### src/rtl/rpn_pkg.sv
// Shared definitions for the RPN calculator display path: seven-segment
// glyphs (active-low {g,f,e,d,c,b,a}) and the display FSM state type.
package rpn_pkg;

    localparam logic [6:0] ZERO  = 7'b1000000;
    localparam logic [6:0] ONE   = 7'b1111001;
    localparam logic [6:0] TWO   = 7'b0100100;
    localparam logic [6:0] THREE = 7'b0110000;
    localparam logic [6:0] FOUR  = 7'b0011001;
    localparam logic [6:0] FIVE  = 7'b0010010;
    localparam logic [6:0] SIX   = 7'b0000010;
    localparam logic [6:0] SEVEN = 7'b1111000;
    localparam logic [6:0] EIGHT = 7'b0000000;
    localparam logic [6:0] NINE  = 7'b0010000;
    localparam logic [6:0] E     = 7'b0000110;
    localparam logic [6:0] r     = 7'b0101111;
    localparam logic [6:0] o     = 7'b0100011;
    localparam logic [6:0] OFF   = 7'b1111111;
    localparam logic [6:0] MINUS = 7'b0111111;

    typedef enum logic [1:0] {
        IDLE    = 2'd0,
        CONVERT = 2'd1,
        ENCODE  = 2'd2
    } disp_state_t;

endpackage

### src/rtl/rpn_result_display_seg7_digit.sv
// One decimal digit to seven-segment glyph, with a blank override used for
// leading-zero suppression. Codes above nine never occur; they show OFF.
module seg7_digit
    import rpn_pkg::*;
(
    input  logic [3:0] bcd,
    input  logic       blank,
    output logic [6:0] seg
);

    // Glyph lookup; blank wins over the digit value
    always_comb begin
        seg = OFF;
        if (!blank) begin
            case (bcd)
                4'd0:    seg = ZERO;
                4'd1:    seg = ONE;
                4'd2:    seg = TWO;
                4'd3:    seg = THREE;
                4'd4:    seg = FOUR;
                4'd5:    seg = FIVE;
                4'd6:    seg = SIX;
                4'd7:    seg = SEVEN;
                4'd8:    seg = EIGHT;
                4'd9:    seg = NINE;
                default: seg = OFF;
            endcase
        end
    end

endmodule

### src/rtl/rpn_result_display.sv
// Converts the byte written back by the RPN core to decimal (double dabble,
// one bit per clock) and drives HEX5..HEX0 with sign, blanked digits or "Err".
module rpn_result_display
    import rpn_pkg::*;
#(
    parameter int WIDTH      = 8,
    parameter int BCD_DIGITS = 3
) (
    input  logic             CLOCK_50,
    input  logic             reset,
    input  logic             load,
    input  logic [WIDTH-1:0] value,
    input  logic             signed_mode,
    input  logic             err_in,
    output logic             busy,
    output logic             done,
    output logic [6:0]       HEX0,
    output logic [6:0]       HEX1,
    output logic [6:0]       HEX2,
    output logic [6:0]       HEX3,
    output logic [6:0]       HEX4,
    output logic [6:0]       HEX5
);

    localparam int BCD_W = 4 * BCD_DIGITS;
    localparam int CNT_W = $clog2(WIDTH + 1);

    disp_state_t       state_q, state_d;
    logic [BCD_W-1:0]  bcd_q, bcd_adj;
    logic [WIDTH-1:0]  mag_q, mag_in;
    logic [CNT_W-1:0]  cnt_q;
    logic              neg_q, err_q, neg_in, accept, cnt_last;
    logic [5:0][6:0]   hex_q, img_num, img_err;
    logic [6:0]        seg_h, seg_t, seg_u;
    logic              blank_h, blank_t;

    // A new request is only taken from IDLE; this includes the done cycle
    assign accept   = (state_q == IDLE) && load;
    assign cnt_last = (cnt_q == CNT_W'(WIDTH - 1));

    // Two's-complement negate in WIDTH bits: the most negative value comes
    // back as 2^(WIDTH-1), which reads correctly as an unsigned magnitude.
    assign neg_in = signed_mode & value[WIDTH-1];
    assign mag_in = neg_in ? (~value + {{(WIDTH-1){1'b0}}, 1'b1}) : value;

    // State register
    always_ff @(posedge CLOCK_50) begin
        if (reset) state_q <= IDLE;
        else       state_q <= state_d;
    end

    // Next-state logic; error requests skip the conversion entirely
    always_comb begin
        state_d = state_q;
        case (state_q)
            IDLE:    if (load) state_d = err_in ? ENCODE : CONVERT;
            CONVERT: if (cnt_last) state_d = ENCODE;
            ENCODE:  state_d = IDLE;
            default: state_d = IDLE;
        endcase
    end

    // Add-3 correction on every BCD nibble that would overflow when doubled
    always_comb begin
        bcd_adj = bcd_q;
        for (int i = 0; i < BCD_DIGITS; i++) begin
            if (bcd_q[4*i +: 4] >= 4'd5)
                bcd_adj[4*i +: 4] = bcd_q[4*i +: 4] + 4'd3;
        end
    end

    assign blank_h = (bcd_q[11:8] == 4'd0);
    assign blank_t = blank_h && (bcd_q[7:4] == 4'd0);

    seg7_digit u_seg_h (.bcd(bcd_q[11:8]), .blank(blank_h), .seg(seg_h));
    seg7_digit u_seg_t (.bcd(bcd_q[7:4]),  .blank(blank_t), .seg(seg_t));
    seg7_digit u_seg_u (.bcd(bcd_q[3:0]),  .blank(1'b0),    .seg(seg_u));

    // Numeric image: minus sits just left of the most significant shown digit
    always_comb begin
        img_num    = {6{OFF}};
        img_num[2] = seg_h;
        img_num[1] = seg_t;
        img_num[0] = seg_u;
        if (neg_q) begin
            if (!blank_h)      img_num[3] = MINUS;
            else if (!blank_t) img_num[2] = MINUS;
            else               img_num[1] = MINUS;
        end
        img_err    = {6{OFF}};
        img_err[2] = E;
        img_err[1] = r;
        img_err[0] = r;
    end

    // Datapath, handshake and display registers; HEX only moves in ENCODE
    always_ff @(posedge CLOCK_50) begin
        if (reset) begin
            busy  <= 1'b0;
            done  <= 1'b0;
            hex_q <= {6{OFF}};
            neg_q <= 1'b0;
            err_q <= 1'b0;
            bcd_q <= '0;
            mag_q <= '0;
            cnt_q <= '0;
        end else begin
            done <= 1'b0;
            case (state_q)
                IDLE: begin
                    busy <= accept;
                    if (accept) begin
                        err_q <= err_in;
                        neg_q <= neg_in;
                        mag_q <= mag_in;
                        bcd_q <= '0;
                        cnt_q <= '0;
                    end
                end
                CONVERT: begin
                    bcd_q <= {bcd_adj[BCD_W-2:0], mag_q[WIDTH-1]};
                    mag_q <= {mag_q[WIDTH-2:0], 1'b0};
                    cnt_q <= cnt_q + 1'b1;
                end
                ENCODE: begin
                    hex_q <= err_q ? img_err : img_num;
                    done  <= 1'b1;
                end
                default: ;
            endcase
        end
    end

    assign HEX0 = hex_q[0];
    assign HEX1 = hex_q[1];
    assign HEX2 = hex_q[2];
    assign HEX3 = hex_q[3];
    assign HEX4 = hex_q[4];
    assign HEX5 = hex_q[5];

endmodule
### config.mk
export PLATFORM = sky130hd
export DESIGN_NAME = rpn_result_display
export DESIGN_NICKNAME = d
export VERILOG_FILES = /design/src/rtl/rpn_pkg.sv /design/src/rtl/rpn_result_display_seg7_digit.sv /design/src/rtl/rpn_result_display.sv
export SDC_FILE = /design/constraint.sdc
export NUM_CORES = 1
export LEC_CHECK = 0
export BUFFER_PORTS_ARGS = -buffer_cell sky130_fd_sc_hd__buf_2
export CORE_ASPECT_RATIO = 1.5
export CORE_MARGIN = 3
export CORE_UTILIZATION = 39
export DETAILED_ROUTE_END_ITERATION = 10
export PLACE_DENSITY_LB_ADDON = 0.2
export SYNTH_ARGS = -nofsm -noshare
export SYNTH_HDL_FRONTEND = slang
export SYNTH_HIERARCHICAL = 1
export SYNTH_SLANG_ARGS = --single-unit
### constraint.sdc
create_clock -name CLOCK_50 -period 4.8 [get_ports CLOCK_50]
set_input_delay 0.24 -clock CLOCK_50 [delete_from_list [all_inputs] [get_ports CLOCK_50]]
set_output_delay 0.24 -clock CLOCK_50 [all_outputs]
set_load 0.02 [all_outputs]
# Word-level counts from Yosys, hierarchy flattened
# Memories as Yosys holds them, arrays and structs flattened. A register that Yosys moved wholly into a read port is not among the register bits.
# Index checks and enable logic that the tools add are counted.
# totals
inputBits	13
rom_bits	336
n_memories	3
wordCells	71
out_inout_bits	44
regBits	72
# classes
reduce_logical	9
bitwise_logic	2
add_sub_neg	5
n_eq_ne	6
order_cmp	3
n_mux	29
# mem_list
memory	words	width	rd	rd_ports_with_merged_regs	wr	line	rtl
(name not given)	16	7	1	1	0	rpn_result_display_seg7_digit.sv:15	case (bcd)
(name not given)	16	7	1	1	0	rpn_result_display_seg7_digit.sv:15	
(name not given)	16	7	1	1	0	rpn_result_display_seg7_digit.sv:15	
# op_table
operator	count
2-to-1 mux 4 bit	9
2-to-1 mux 7 bit	5
2-to-1 mux 28 bit	1
one-hot mux 12 bit (2 select lines)	1
2-to-1 mux 21 bit	1
2-to-1 mux 8 bit	2
one-hot mux 8 bit (2 select lines)	1
2-to-1 mux 14 bit	1
greater-or-equal comparator 4 x 3 -> 1 bit, second input constant	3
2-to-1 mux 12 bit	1
adder 4 x 2 -> 4 bit, second input constant	2
adder 8 x 1 -> 8 bit, second input constant	1
zero test 4 bit	2
NOT 8 bit	1
one-hot mux 4 bit (2 select lines)	1
2-to-1 mux 2 bit	3
!= test 2 bit, second input constant	3
AND reduction 2 bit	3
adder 4 x 1 -> 4 bit, second input constant	1
equality test 4 x 3 -> 1 bit, second input constant	1
one-hot mux 2 bit (2 select lines)	1
adder 3 x 2 -> 3 bit, second input constant	1
2-to-1 mux 3 bit	1
equality test 2 x 1 -> 1 bit, second input constant	1
6 further kinds	7

# Longest topological paths before layout
# depth
ltp_word	7
depth_mapped	8
depth_no_buf	8

# Hierarchy
# The synthesis kept the hierarchy.
# by_module_without_submodules
module	seq_area_each_um2	area_per_inst_um2	cells_each	n_inst
rpn_result_display	1041.0	2499.9	285	1
seg7_digit (u_seg_t)	0.0	252.7	35	1
seg7_digit (u_seg_u)	0.0	236.5	33	1
seg7_digit (u_seg_h)	0.0	235.2	33	1

# Least setup slack after synthesis
# Ideal clock, no wire load.
# synth_timing
path_kind	register to register
from	register bcd_q[9]
to	register hex_q (netlist bit HEX1[6])
t_required_ns	4.726
arrival_ns	2.133
setup_ns	0.074
stages_incl_launch_ff	9
setup_slack_ns	2.593
n_path_buf	0
synth_period_minus_slack_ns	2.207
cell_sequence	dfxtp_1 -> inv_1 -> ha_1 -> nor3b_1 -> and3_1 -> nor2_1 -> a21oi_2 -> nand2_1 -> o21ai_0
# synth_between
elab_chain_cells	7
# synth_lines
item	line	rtl
from (decl)	rpn_result_display.sv:29	logic [BCD_W-1:0] bcd_q, bcd_adj;
from (signal assigned)	rpn_result_display.sv:121	bcd_q <= {bcd_adj[BCD_W-2:0], mag_q[WIDTH-1]};
zero test 4 bit (*)	rpn_result_display.sv:72	assign blank_h = (bcd_q[11:8] == 4'd0);
net blank_h	rpn_result_display.sv:35	logic blank_h, blank_t;
logical AND 1 bit (*)	rpn_result_display.sv:73	assign blank_t = blank_h && (bcd_q[7:4] == 4'd0);
net blank_t	rpn_result_display.sv:35	
2-to-1 mux 7 bit (*)	rpn_result_display_seg7_digit.sv:14	if (!blank) begin
net seg_t[6]	rpn_result_display.sv:34	logic [6:0] seg_h, seg_t, seg_u;
2-to-1 mux 7 bit	rpn_result_display.sv:87	else if (!blank_t) img_num[2] = MINUS;
2-to-1 mux 14 bit	rpn_result_display.sv:86	if (!blank_h) img_num[3] = MINUS;
2-to-1 mux 21 bit (*)	rpn_result_display.sv:85	if (neg_q) begin
2-to-1 mux 28 bit (*)	rpn_result_display.sv:126	hex_q <= err_q ? img_err : img_num;
to (signal assigned)	rpn_result_display.sv:101	hex_q <= {6{OFF}};
to (signal assigned)	rpn_result_display.sv:126	
to (decl)	rpn_result_display.sv:33	logic [5:0][6:0] hex_q, img_num, img_err;
# The timed path passes the listed nets; every way through them passes the cells marked *.
# A chain may end at the register's enable or synchronous reset.

# Worst setup path after layout
# layout_timing
from	register bcd_q[9]
to	register hex_q (netlist bit HEX1[1])
# layout_between
elab_chain_cells	7
# layout_lines
item	line
zero test 4 bit (*)	rpn_result_display.sv:72
net blank_h	rpn_result_display.sv:35
logical AND 1 bit	rpn_result_display.sv:73
2-to-1 mux 7 bit	rpn_result_display_seg7_digit.sv:14
2-to-1 mux 7 bit	rpn_result_display.sv:87
2-to-1 mux 14 bit	rpn_result_display.sv:86
2-to-1 mux 21 bit (*)	rpn_result_display.sv:85
2-to-1 mux 28 bit (*)	rpn_result_display.sv:126
# Marks and branches as above.

==> flow_metrics.env <==
export IMPL_fp_dieArea_mm2=0.00942
export IMPL_ys_seq_area_share_pct=32.3
export IMPL_floorplan_rows=40
export IMPL_initial_utilization_pct=40.3
export IMPL_n_fill_cell=832
export IMPL_number_of_global_route_vias_before_repair=2633
export IMPL_syn_inst=386
export IMPL_remaining_drc_errors=0
export IMPL_asyncSetResetFlopFracSynth_pct=0
export IMPL_peakVddDrop_uv=163
export IMPL_num_nets_final=456
export IMPL_final_period_minus_worst_setup_slack_ps=2080
export IMPL_synth_cell_types=58
export IMPL_buffer_ports_inserted=36
export IMPL_postCtsHoldBufs=0
export IMPL_routedWlPerCell_um=13.1
export IMPL_globalRoute_totalOverflow=0
export IMPL_finalWeightedCongestion=0.796
export IMPL_path_class="reg2reg"
export IMPL_accumulated_negative_setup_slack_ps=0
export IMPL_ff_latch_count_synth=52
export IMPL_dpl_hpwl_um=5020
export IMPL_dr_first_iter_drc_count=91
export IMPL_synth_warnings=6
export IMPL_final_layout_size_suffix_gt1_share_pct=14.5
export IMPL_chipWidth_um=80.2
export IMPL_cts_sinks=52
export IMPL_fmaxAchievable_ghz=0.481
export IMPL_clock_buffers_created_by_tritoncts=5
export IMPL_power_density_cell_area_mw_per_mm2=265
export IMPL_cp_end_kind="flip-flop"
export IMPL_run_status="finished clean"
export IMPL_dp_cells=517
export IMPL_count_of_pins_over_their_slew_limit=0
export IMPL_post_synth_instance_area_mm2=0.00322
export IMPL_final_cells=525
export IMPL_drt_total_wl_um=6900
export IMPL_cp_required_ps=4980
export IMPL_post_cts_resized_instances=0
export IMPL_min_period_over_period_pct=43.3
export IMPL_core_area_mm2=0.00801
export IMPL_gr_usage_all_layers_pct=15.5
export IMPL_cap_violations=0
export IMPL_clk_lat_worst_skew_ps=290
export IMPL_crit_arrival_ps=2260
export IMPL_timing_worst_slew_pin_value_ps=878
export IMPL_antenna_cells=0
export IMPL_cts_htree_levels=2
export IMPL_cts_max_path_buffers=2
export IMPL_first_pass_drt_iterations=4
export IMPL_grt_max_degree=50
export IMPL_leakagePower_nw=1.37
export IMPL_clkTransAtPathRegs_ps=60
export IMPL_setup_repair_after_global_routing_missed_its_margin="no"
export IMPL_dominantRegCellSynth="dfxtp_1"
export IMPL_die_height_um=117
export IMPL_cp_max_fo=11
export IMPL_grt_antenna_before_repair=0
export IMPL_syn_to_final_growth_pct=9.58
export IMPL_synth_enable_flop_cells=0
export IMPL_worst_clock_skew_ps=7.77
export IMPL_detail_route_antenna_nets=0
export IMPL_hold_path_class="in2reg"
export IMPL_finalHoldViolations=0
export IMPL_grt_first_pass_wirelength_um=11900
export IMPL_worst_setup_path_start_kind="flip-flop"
export IMPL_dr_total_vias=2659
export IMPL_max_slew_headroom_pct=41.5
export IMPL_synth_avg_cell_area_um2=8.35
export IMPL_vias_per_cell=5.06
export IMPL_cts_root_buffer_cell="clkbuf_16"
export IMPL_finalSetupViolations=0
export IMPL_boundaryPins=57
export IMPL_tritoncts="yes"
export IMPL_postCtsSetupRepairBufs=0
placed cells by master (no fill, tap or decap), drive strengths merged, types with 4 or more instances in the layout:
master | Yosys | final
a22o | 6 | 6
o22ai | 7 | 7
conb | 2 | 27
nor3b | 7 | 7
nor3 | 10 | 10
nand3 | 9 | 9
nor2b | 4 | 4
mux2i | 5 | 5
nor2 | 27 | 27
ha | 24 | 24
clkbuf | 6 | 7
o21ai | 30 | 30
dfxtp | 52 | 52
a22oi | 7 | 7
o22a | 7 | 7
a21oi | 47 | 47
buf | 31 | 38
nand2b | 20 | 20
o21bai | 5 | 5
xnor2 | 5 | 5
nand2 | 23 | 23
inv | 19 | 19
where the power goes:
group          switching, W  leakage (nW)  internal [W]
clock              0.000155        0.0681      0.000195
sequential        0.0000115         0.423      0.000450
combinational     0.0000870         0.882     0.0000394
total              0.000254          1.37      0.000684
final cells by class:
cell class	instances	area, um^2	area share, %
multi-input combinational	303	1950	55.3
sequential	52	1040	29.5
timing repair buffer	38	195	5.52
clock buffer	7	133	3.75
tap	105	131	3.72
inverter	19	71.3	2.02
clock inverter	1	8.76	0.248
metal layers:
metal  up-vias  wire length, um  part of all wire, %  GRT usage [%]
met2        45             3530                   51           28.1
met4         0               95                  1.4           4.55
met5         -                0                    0              0
li1       1374                -                    -              -
met1      1233             3030                   44           18.0
met3         7              241                  3.5           2.84
registers in the layout (all words and copies together) (netlist names), 2 cells and up:
register  cells
bcd_q        12
mag_q         8
HEX0          7
HEX1          7
HEX2          7
cnt_q         4
state_q       2
critical path, cell delays in order, from the launching register on:
cell,delay [ps]
dfxtp_1,470
inv_1,120
ha_1,240
nor3b_1,150
buf_4,190
and4_1,220
or3_4,360
o22a_1,200
stage by stage:
stage | instance area, um^2 | total power, W | util, % | worst slack [ps] | hold WS (ps)
after floorplan | 3320 | 0.000576 | - | 2590 | 376
after global placement | 3390 | 0.000598 | 42.4 | 2800 | 441
after detailed placement | 3390 | 0.000599 | 42.4 | 2740 | 449
after CTS | 3530 | 0.000950 | 44.1 | 2720 | 218
after global routing | 3530 | 0.000985 | 44.1 | 2430 | 227
final | 3530 | 0.000937 | 44.1 | 2720 | 224
path summary, 6_finish.rpt:
kind	start	endpoint	slack, ps	cells after the start
setup / recovery	bcd_q[9]$_SDFFE_PP0P_	HEX1[1]$_SDFFE_PP1P_	2720	7
hold / removal	value[0]	mag_q[0]$_SDFFE_PP0P_	220	3
setup reg to reg	bcd_q[9]$_SDFFE_PP0P_	HEX1[1]$_SDFFE_PP1P_	2720	7
hold reg to reg	mag_q[7]$_SDFFE_PP0P_	bcd_q[0]$_SDFFE_PP0P_	460	2
logic make-up after synthesis:
group           after synthesis  synth area share [%]
compound gates              120                  22.8
mux                           6                  1.90
fa+ha+maj                    24                  9.31
other cells                   2                 0.233
simple gates                118                  21.2
flops                        52                  32.3
xor+xnor                      8                  2.17
buf+inv                      56                  10.1
synth_stat cells (5+ instances only):
cell | count | area, um^2
a21oi_1 | 45 | 225
a22o_1 | 6 | 52.6
a22oi_1 | 7 | 52.6
buf_4 | 21 | 158
clkbuf_1 | 6 | 22.5
dfxtp_1 | 52 | 1040
ha_1 | 24 | 300
inv_1 | 19 | 71.3
mux2i_1 | 5 | 50.1
nand2_1 | 23 | 86.3
nand2b_1 | 17 | 106
nand3_1 | 9 | 45.0
nor2_1 | 26 | 97.6
nor3_1 | 7 | 35.0
o21ai_0 | 24 | 120
o21ai_1 | 6 | 30.0
o21bai_1 | 5 | 37.5
o22a_1 | 7 | 61.3
o22ai_1 | 7 | 43.8
xnor2_1 | 5 | 43.8
(Power assumes the default switching activity.)
